==> src/rtl/gate_drive_guard.sv <==
// Last stage before the H-bridge gate drivers. It enforces the per-leg interlock, dead time and
// minimum pulse width, and turns every gate off on filtered, latched OCP/OVP/E-stop faults.
`timescale 1ns/1ps
module gate_drive_guard #(
    parameter int NUM_LEGS   = 4,
    parameter int DT_CYCLES  = 50,
    parameter int MIN_PULSE  = 25,
    parameter int FLT_FILTER = 4
) (
    input  logic                  clk,
    input  logic                  rst,
    input  logic [2*NUM_LEGS-1:0] pwm_in,
    input  logic                  enable,
    input  logic                  fault_ocp,
    input  logic                  fault_ovp,
    input  logic                  estop_n,
    input  logic                  fault_clear,
    output logic [2*NUM_LEGS-1:0] gate_out,
    output logic                  fault_latched,
    output logic [2:0]            fault_cause,
    output logic [NUM_LEGS-1:0]   shoot_through_err
);

    localparam int CNT_W = (DT_CYCLES > 1) ? $clog2(DT_CYCLES) : 1;
    localparam int ON_W  = (MIN_PULSE > 1) ? $clog2(MIN_PULSE) : 1;
    localparam int FLT_W = $clog2(FLT_FILTER + 1);

    localparam logic [CNT_W-1:0] DT_LOAD = CNT_W'(DT_CYCLES - 1);
    localparam logic [ON_W-1:0]  ON_LOAD = ON_W'(MIN_PULSE - 1);
    localparam logic [FLT_W-1:0] FLT_MAX = FLT_W'(FLT_FILTER);

    typedef enum logic [3:0] {
        ST_IDLE = 4'b0001,
        ST_DEAD = 4'b0010,
        ST_HIGH = 4'b0100,
        ST_LOW  = 4'b1000
    } leg_state_t;

    genvar gi;

    // Fault inputs, bit order {estop, ovp, ocp}; estop is inverted so every bit is active-high.
    logic [2:0] fault_raw;
    logic [2:0] flt_active;

    assign fault_raw = {~estop_n, fault_ovp, fault_ocp};

    generate
        for (gi = 0; gi < 3; gi++) begin : g_flt
            logic             sync1_reg;
            logic             sync2_reg;
            logic [FLT_W-1:0] cnt_reg;
            logic [FLT_W-1:0] cnt_next;

            always_comb begin
                cnt_next = cnt_reg;
                if (!sync2_reg) begin
                    cnt_next = '0;
                end else if (cnt_reg != FLT_MAX) begin
                    cnt_next = cnt_reg + FLT_W'(1);
                end
            end

            always_ff @(posedge clk or posedge rst) begin
                if (rst) begin
                    sync1_reg <= 1'b0;
                    sync2_reg <= 1'b0;
                    cnt_reg   <= '0;
                end else begin
                    sync1_reg <= fault_raw[gi];
                    sync2_reg <= sync1_reg;
                    cnt_reg   <= cnt_next;
                end
            end

            assign flt_active[gi] = (cnt_reg == FLT_MAX);
        end
    endgenerate

    // Fault latch and sticky status
    logic                any_flt;
    logic                clear_ok;
    logic                force_off;
    logic                fault_latched_reg;
    logic                fault_latched_next;
    logic [2:0]          fault_cause_reg;
    logic [2:0]          fault_cause_next;
    logic [NUM_LEGS-1:0] st_err_reg;
    logic [NUM_LEGS-1:0] st_err_next;
    logic [NUM_LEGS-1:0] st_req;

    assign any_flt   = |flt_active;
    // A fault that is active in the same cycle as fault_clear always wins.
    assign clear_ok  = fault_clear & ~any_flt;
    assign force_off = ~enable | fault_latched_reg | any_flt;

    always_comb begin
        fault_latched_next = (fault_latched_reg & ~clear_ok) | any_flt;
        fault_cause_next   = (clear_ok ? 3'b000 : fault_cause_reg) | flt_active;
        st_err_next        = (clear_ok ? '0 : st_err_reg) | st_req;
    end

    always_ff @(posedge clk or posedge rst) begin
        if (rst) begin
            fault_latched_reg <= 1'b0;
            fault_cause_reg   <= 3'b000;
            st_err_reg        <= '0;
        end else begin
            fault_latched_reg <= fault_latched_next;
            fault_cause_reg   <= fault_cause_next;
            st_err_reg        <= st_err_next;
        end
    end

    assign fault_latched     = fault_latched_reg;
    assign fault_cause       = fault_cause_reg;
    assign shoot_through_err = st_err_reg;

    // Per-leg interlock FSM
    generate
        for (gi = 0; gi < NUM_LEGS; gi++) begin : g_leg
            logic            req_hi;
            logic            req_lo;
            leg_state_t      state_reg;
            leg_state_t      state_next;
            logic [CNT_W-1:0] dt_cnt_reg;
            logic [CNT_W-1:0] dt_cnt_next;
            logic [ON_W-1:0]  on_cnt_reg;
            logic [ON_W-1:0]  on_cnt_next;

            assign req_hi     =  pwm_in[2*gi] & ~pwm_in[2*gi+1];
            assign req_lo     = ~pwm_in[2*gi] &  pwm_in[2*gi+1];
            assign st_req[gi] =  pwm_in[2*gi] &  pwm_in[2*gi+1];

            always_comb begin
                state_next  = state_reg;
                dt_cnt_next = dt_cnt_reg;
                on_cnt_next = on_cnt_reg;
                if (force_off) begin
                    state_next  = ST_IDLE;
                    dt_cnt_next = '0;
                    on_cnt_next = '0;
                end else begin
                    case (state_reg)
                        ST_IDLE: begin
                            if (req_hi || req_lo) begin
                                state_next  = ST_DEAD;
                                dt_cnt_next = DT_LOAD;
                            end
                        end
                        ST_DEAD: begin
                            if (dt_cnt_reg != '0) begin
                                dt_cnt_next = dt_cnt_reg - CNT_W'(1);
                            end else if (req_hi) begin
                                state_next  = ST_HIGH;
                                on_cnt_next = ON_LOAD;
                            end else if (req_lo) begin
                                state_next  = ST_LOW;
                                on_cnt_next = ON_LOAD;
                            end else begin
                                state_next  = ST_IDLE;
                            end
                        end
                        ST_HIGH: begin
                            if (on_cnt_reg != '0) begin
                                on_cnt_next = on_cnt_reg - ON_W'(1);
                            end else if (!req_hi) begin
                                state_next  = ST_DEAD;
                                dt_cnt_next = DT_LOAD;
                            end
                        end
                        ST_LOW: begin
                            if (on_cnt_reg != '0) begin
                                on_cnt_next = on_cnt_reg - ON_W'(1);
                            end else if (!req_lo) begin
                                state_next  = ST_DEAD;
                                dt_cnt_next = DT_LOAD;
                            end
                        end
                        default: begin
                            state_next = ST_IDLE;
                        end
                    endcase
                end
            end

            always_ff @(posedge clk or posedge rst) begin
                if (rst) begin
                    state_reg  <= ST_IDLE;
                    dt_cnt_reg <= '0;
                    on_cnt_reg <= '0;
                end else begin
                    state_reg  <= state_next;
                    dt_cnt_reg <= dt_cnt_next;
                    on_cnt_reg <= on_cnt_next;
                end
            end

            // Gates come straight from the one-hot state bits so the pins stay glitch-free.
            assign gate_out[2*gi]   = state_reg[2];
            assign gate_out[2*gi+1] = state_reg[3];
        end
    endgenerate

endmodule
==> config.mk <==
export PLATFORM = sky130hd
export DESIGN_NAME = gate_drive_guard
export DESIGN_NICKNAME = d
export VERILOG_FILES = /design/src/rtl/gate_drive_guard.sv
export SDC_FILE = /design/constraint.sdc
export NUM_CORES = 1
export LEC_CHECK = 0
export CELL_PAD_IN_SITES_DETAIL_PLACEMENT = 0
export CELL_PAD_IN_SITES_GLOBAL_PLACEMENT = 1
export CORE_UTILIZATION = 35
export CTS_CLUSTER_DIAMETER = 150
export CTS_CLUSTER_SIZE = 40
export DETAILED_ROUTE_END_ITERATION = 7
export GPL_TIMING_DRIVEN = 0
export PLACE_DENSITY = 0.73
export SYNTH_ARGS = -nofsm -noshare
export SYNTH_HDL_FRONTEND = slang
export SYNTH_SLANG_ARGS = --single-unit
==> constraint.sdc <==
create_clock -name clk -period 7.25 [get_ports clk]
set_input_delay 1.0875 -clock clk [delete_from_list [all_inputs] [get_ports clk]]
set_output_delay 1.0875 -clock clk [all_outputs]
set_load 0.005 [all_outputs]
==> flow_summary_export.csv <==
group,metric,value,unit
run_status,status,"completed",
sta,fin_tns_setup,0,ns
clocking,cts_tree,"built",
synthesis,yosys-mux-area-fraction,1.017,%
cells_and_area,antenna_cells,0,
sta,fin_skew,0.006554,ns
synthesis,syn_area,5044,um2
critical_path,endpoint_kind,"flop",
sta,min_period,2.899,ns
critical_path,crit_top_cell,"clkbuf_1",
sta,finalHoldViolCount,0,
global_route,grt_max_degree,62,
critical_path,cp.arrival,3.09,ns
synthesis,synth_edf_count,0,
synthesis,synth_common_cells,"dfrtp_1 (79), nor2_1 (40), inv_1 (39), ha_1 (36), nand2_1 (33)",
place,gp_congestion,0.8198,
synthesis,async_flop_share,100.0,%
detailed_routing,drtAntennaViolNets,0,
clocking,postCtsSetupBuffers,0,
global_route,grt_pass1_wl,18690,um
cells_and_area,largest_reg_flops,24,
die,core-area,13990,um2
sta,report.final.slew_viol_count,0,
die,die_y,122.0,um
synthesis,synth_flop_cell,"dfrtp_1",
clocking,clk_pin_slew,0.06,ns
power,peakVddDrop,0.1180,mV
synthesis,yosysTopAreaCellShare,39.20,%
synthesis,synthCells,532,
die,ioPinCount,31,
critical_path,crit_type,"in2reg",
synthesis,synth_fa_ha_area_share,8.931,%
critical_path,cpPeakStageDelay,0.64,ns
die,die_w,122.0,um
synthesis,syn-num-nets,583,
critical_path,rr_worst_depth,7,
sta,fmaxAchievable,345.0,MHz
global_route,grtUsageTotal,16.24,%
critical_path,cpMaxStageDelayCell,"clkbuf_1",
cells_and_area,layout.nets,625,
clocking,clock_path_buffers,2,
power,powerDensity,265.0,nW/um2
detailed_routing,vias,4034,
power,leakagePower,2.626,nW
clocking,cts_buffers,9,
sta,period_share,39.98,%
clocking,cts.sinks,83,
synthesis,yosys-top-cells-area,"dfrtp_1 (39%), ha_1 (8.9%), a21oi_1 (3.0%)",
cells_and_area,drive_gt1_share,11.74,%
synthesis,synthSimpleGateAreaFrac,22.20,%
hold_path,holdPathStages,0,
synthesis,synth_area_per_cell,9.480,um2
global_route,grt_antenna_before_repair,0,
clocking,post_cts_resized,0,
synthesis,yosysMostFrequentCell,"dfrtp_1",
detailed_routing,wl_per_cell,14.79,um
sta,tightest_slew,0.8555,ns
detailed_routing,drc_errors,0,
global_route,overflow,0,
sta,setup_viol,0,
synthesis,synth_top_family_by_area,"simple AND/OR/NAND/NOR gates",
sta,slew_headroom,42.16,%
place,dp_hpwl,7910,um
synthesis,ys_ff_latch,83,
critical_path,crit_path_max_fanout,10,
sta,grt_setup_unrepaired,"false",
detailed_routing,drt_iter0_markers,223,
detailed_routing,viasPerCell,5.315,
synthesis,yosys_warnings,0,
critical_path,worstPathRequired,7.44,ns
synthesis,synth_top_cell_by_area,"dfrtp_1",
die,rows,43,
place,port_buffers,30,
cells_and_area,fin_util,42.03,%
synthesis,ys_seq_area_share,41.28,%
detailed_routing,drt_first_pass_iters,5,
die,initial_utilization,36.06,%
synthesis,synth-xor-area-share,2.431,%
clocking,htreeDepth,3,
global_route,grt_pass1_vias,3808,
die,die_area,14890,um2
clocking,ctsHoldBuffers,0,
critical_path,worst_setup_path_start_kind,"input pin",
clocking,clock_latency,0.34,ns
critical_path,worstPathCellList,"clkdlybuf4s50_1 -> nand3_1 -> clkbuf_1 -> clkbuf_1 -> nor2_1",
clocking,clockRootBuffer,"clkbuf_16",
hold_path,min_path_type,"reg2reg",
synthesis,yosysUniqueCellTypes,72,
synthesis,synth-compound-area-share,18.04,%
flow_run,cap_violations,0,
cells_and_area,syn2layout_area_growth,16.57,%
detailed_routing,finalWirelength,11230,um
-- area by class of cell --
class	count	area, um2
plain buffers	28	161.4
clock buffers	11	252.7
clock inverters	5	27.53
fillers	1377	8109
inverters	39	148.9
multi-input cells	382	2654
flip-flops and latches	83	2082
well taps	180	225.2
repair buffers	31	327.8
-- placed cells by master (no fill, tap or decap), types with 10 or more instances in the layout --
master            n
a21oi_1          30
a31oi_1          10
clkdlybuf4s50_1  30
dfrtp_1          79
ha_1             36
inv_1            38
nand2_1          33
nand3_1          20
nor2_1           40
nor3_1           28
o21ai_0          20
-- worst paths after layout --
kind / start / endpoint / slack [ns]
setup / recovery: enable / g_leg[0].on_cnt_reg[1]$_DFFE_PP0P_ / 4.35
hold / removal: g_flt[1].sync1_reg$_DFF_PP0_ / g_flt[1].sync2_reg$_DFF_PP0_ / 0.35
setup reg to reg: g_flt[1].cnt_reg[0]$_DFFE_PP0P_ / g_leg[0].on_cnt_reg[1]$_DFFE_PP0P_ / 4.44
hold reg to reg: g_flt[1].sync1_reg$_DFF_PP0_ / g_flt[1].sync2_reg$_DFF_PP0_ / 0.35
max in group asynchronous: rst / g_leg[0].state_reg[0]$_DFFE_PP1P_ / 5.52
min in group asynchronous: rst / g_flt[1].cnt_reg[1]$_DFFE_PP0P_ / 1.07
-- cells by family (layout without fill, tap and decap cells) --
| group | Yosys count | in the layout |
|---|---|---|
| and+or+nand+nor | 201 | 201 |
| AOI/OAI and AO/OA | 126 | 126 |
| DFF | 83 | 83 |
| buffers and inverters | 67 | 114 |
| adders and majority gates | 36 | 36 |
| xor gates and xnor gates | 14 | 14 |
| muxes | 5 | 5 |
-- routing by layer --
layer	global-route usage, %	up-vias	routed length (um)
met4	8.410	0	297
met5	0	-	0
met2	26.55	44	5394
met1	20.83	1970	5270
met3	2.247	15	262
li1	-	2005	-
-- worst max-delay path, delay by kind of cell --
family                 cells  cell delay (ns)
buffers and inverters      3             1.64
and+or+nand+nor            2             0.35
-- through the flow --
step	std cells	hold slack, ns	worst slack (ns)	area, um2	power, W
5_1_grt	759	0.3534	4.166	5879	0.001664
3_3_place_gp	742	0.3321	2.560	5569	0.001115
4_1_cts	759	0.3515	4.289	5879	0.001579
3_5_place_dp	743	0.3373	3.915	5599	0.001130
2_1_floorplan	532	0.3312	4.032	5044	0.0009822
6_report	759	0.3479	4.351	5879	0.001558
-- report_power, final --
| part | internal, W | total, W | switching, W |
|---|---|---|---|
| clock network | 0.000248 | 0.000436 | 0.000188 |
| registers | 0.000534 | 0.000597 | 0.0000633 |
| logic | 0.000215 | 0.000524 | 0.000310 |
(Power assumes the default switching activity.)
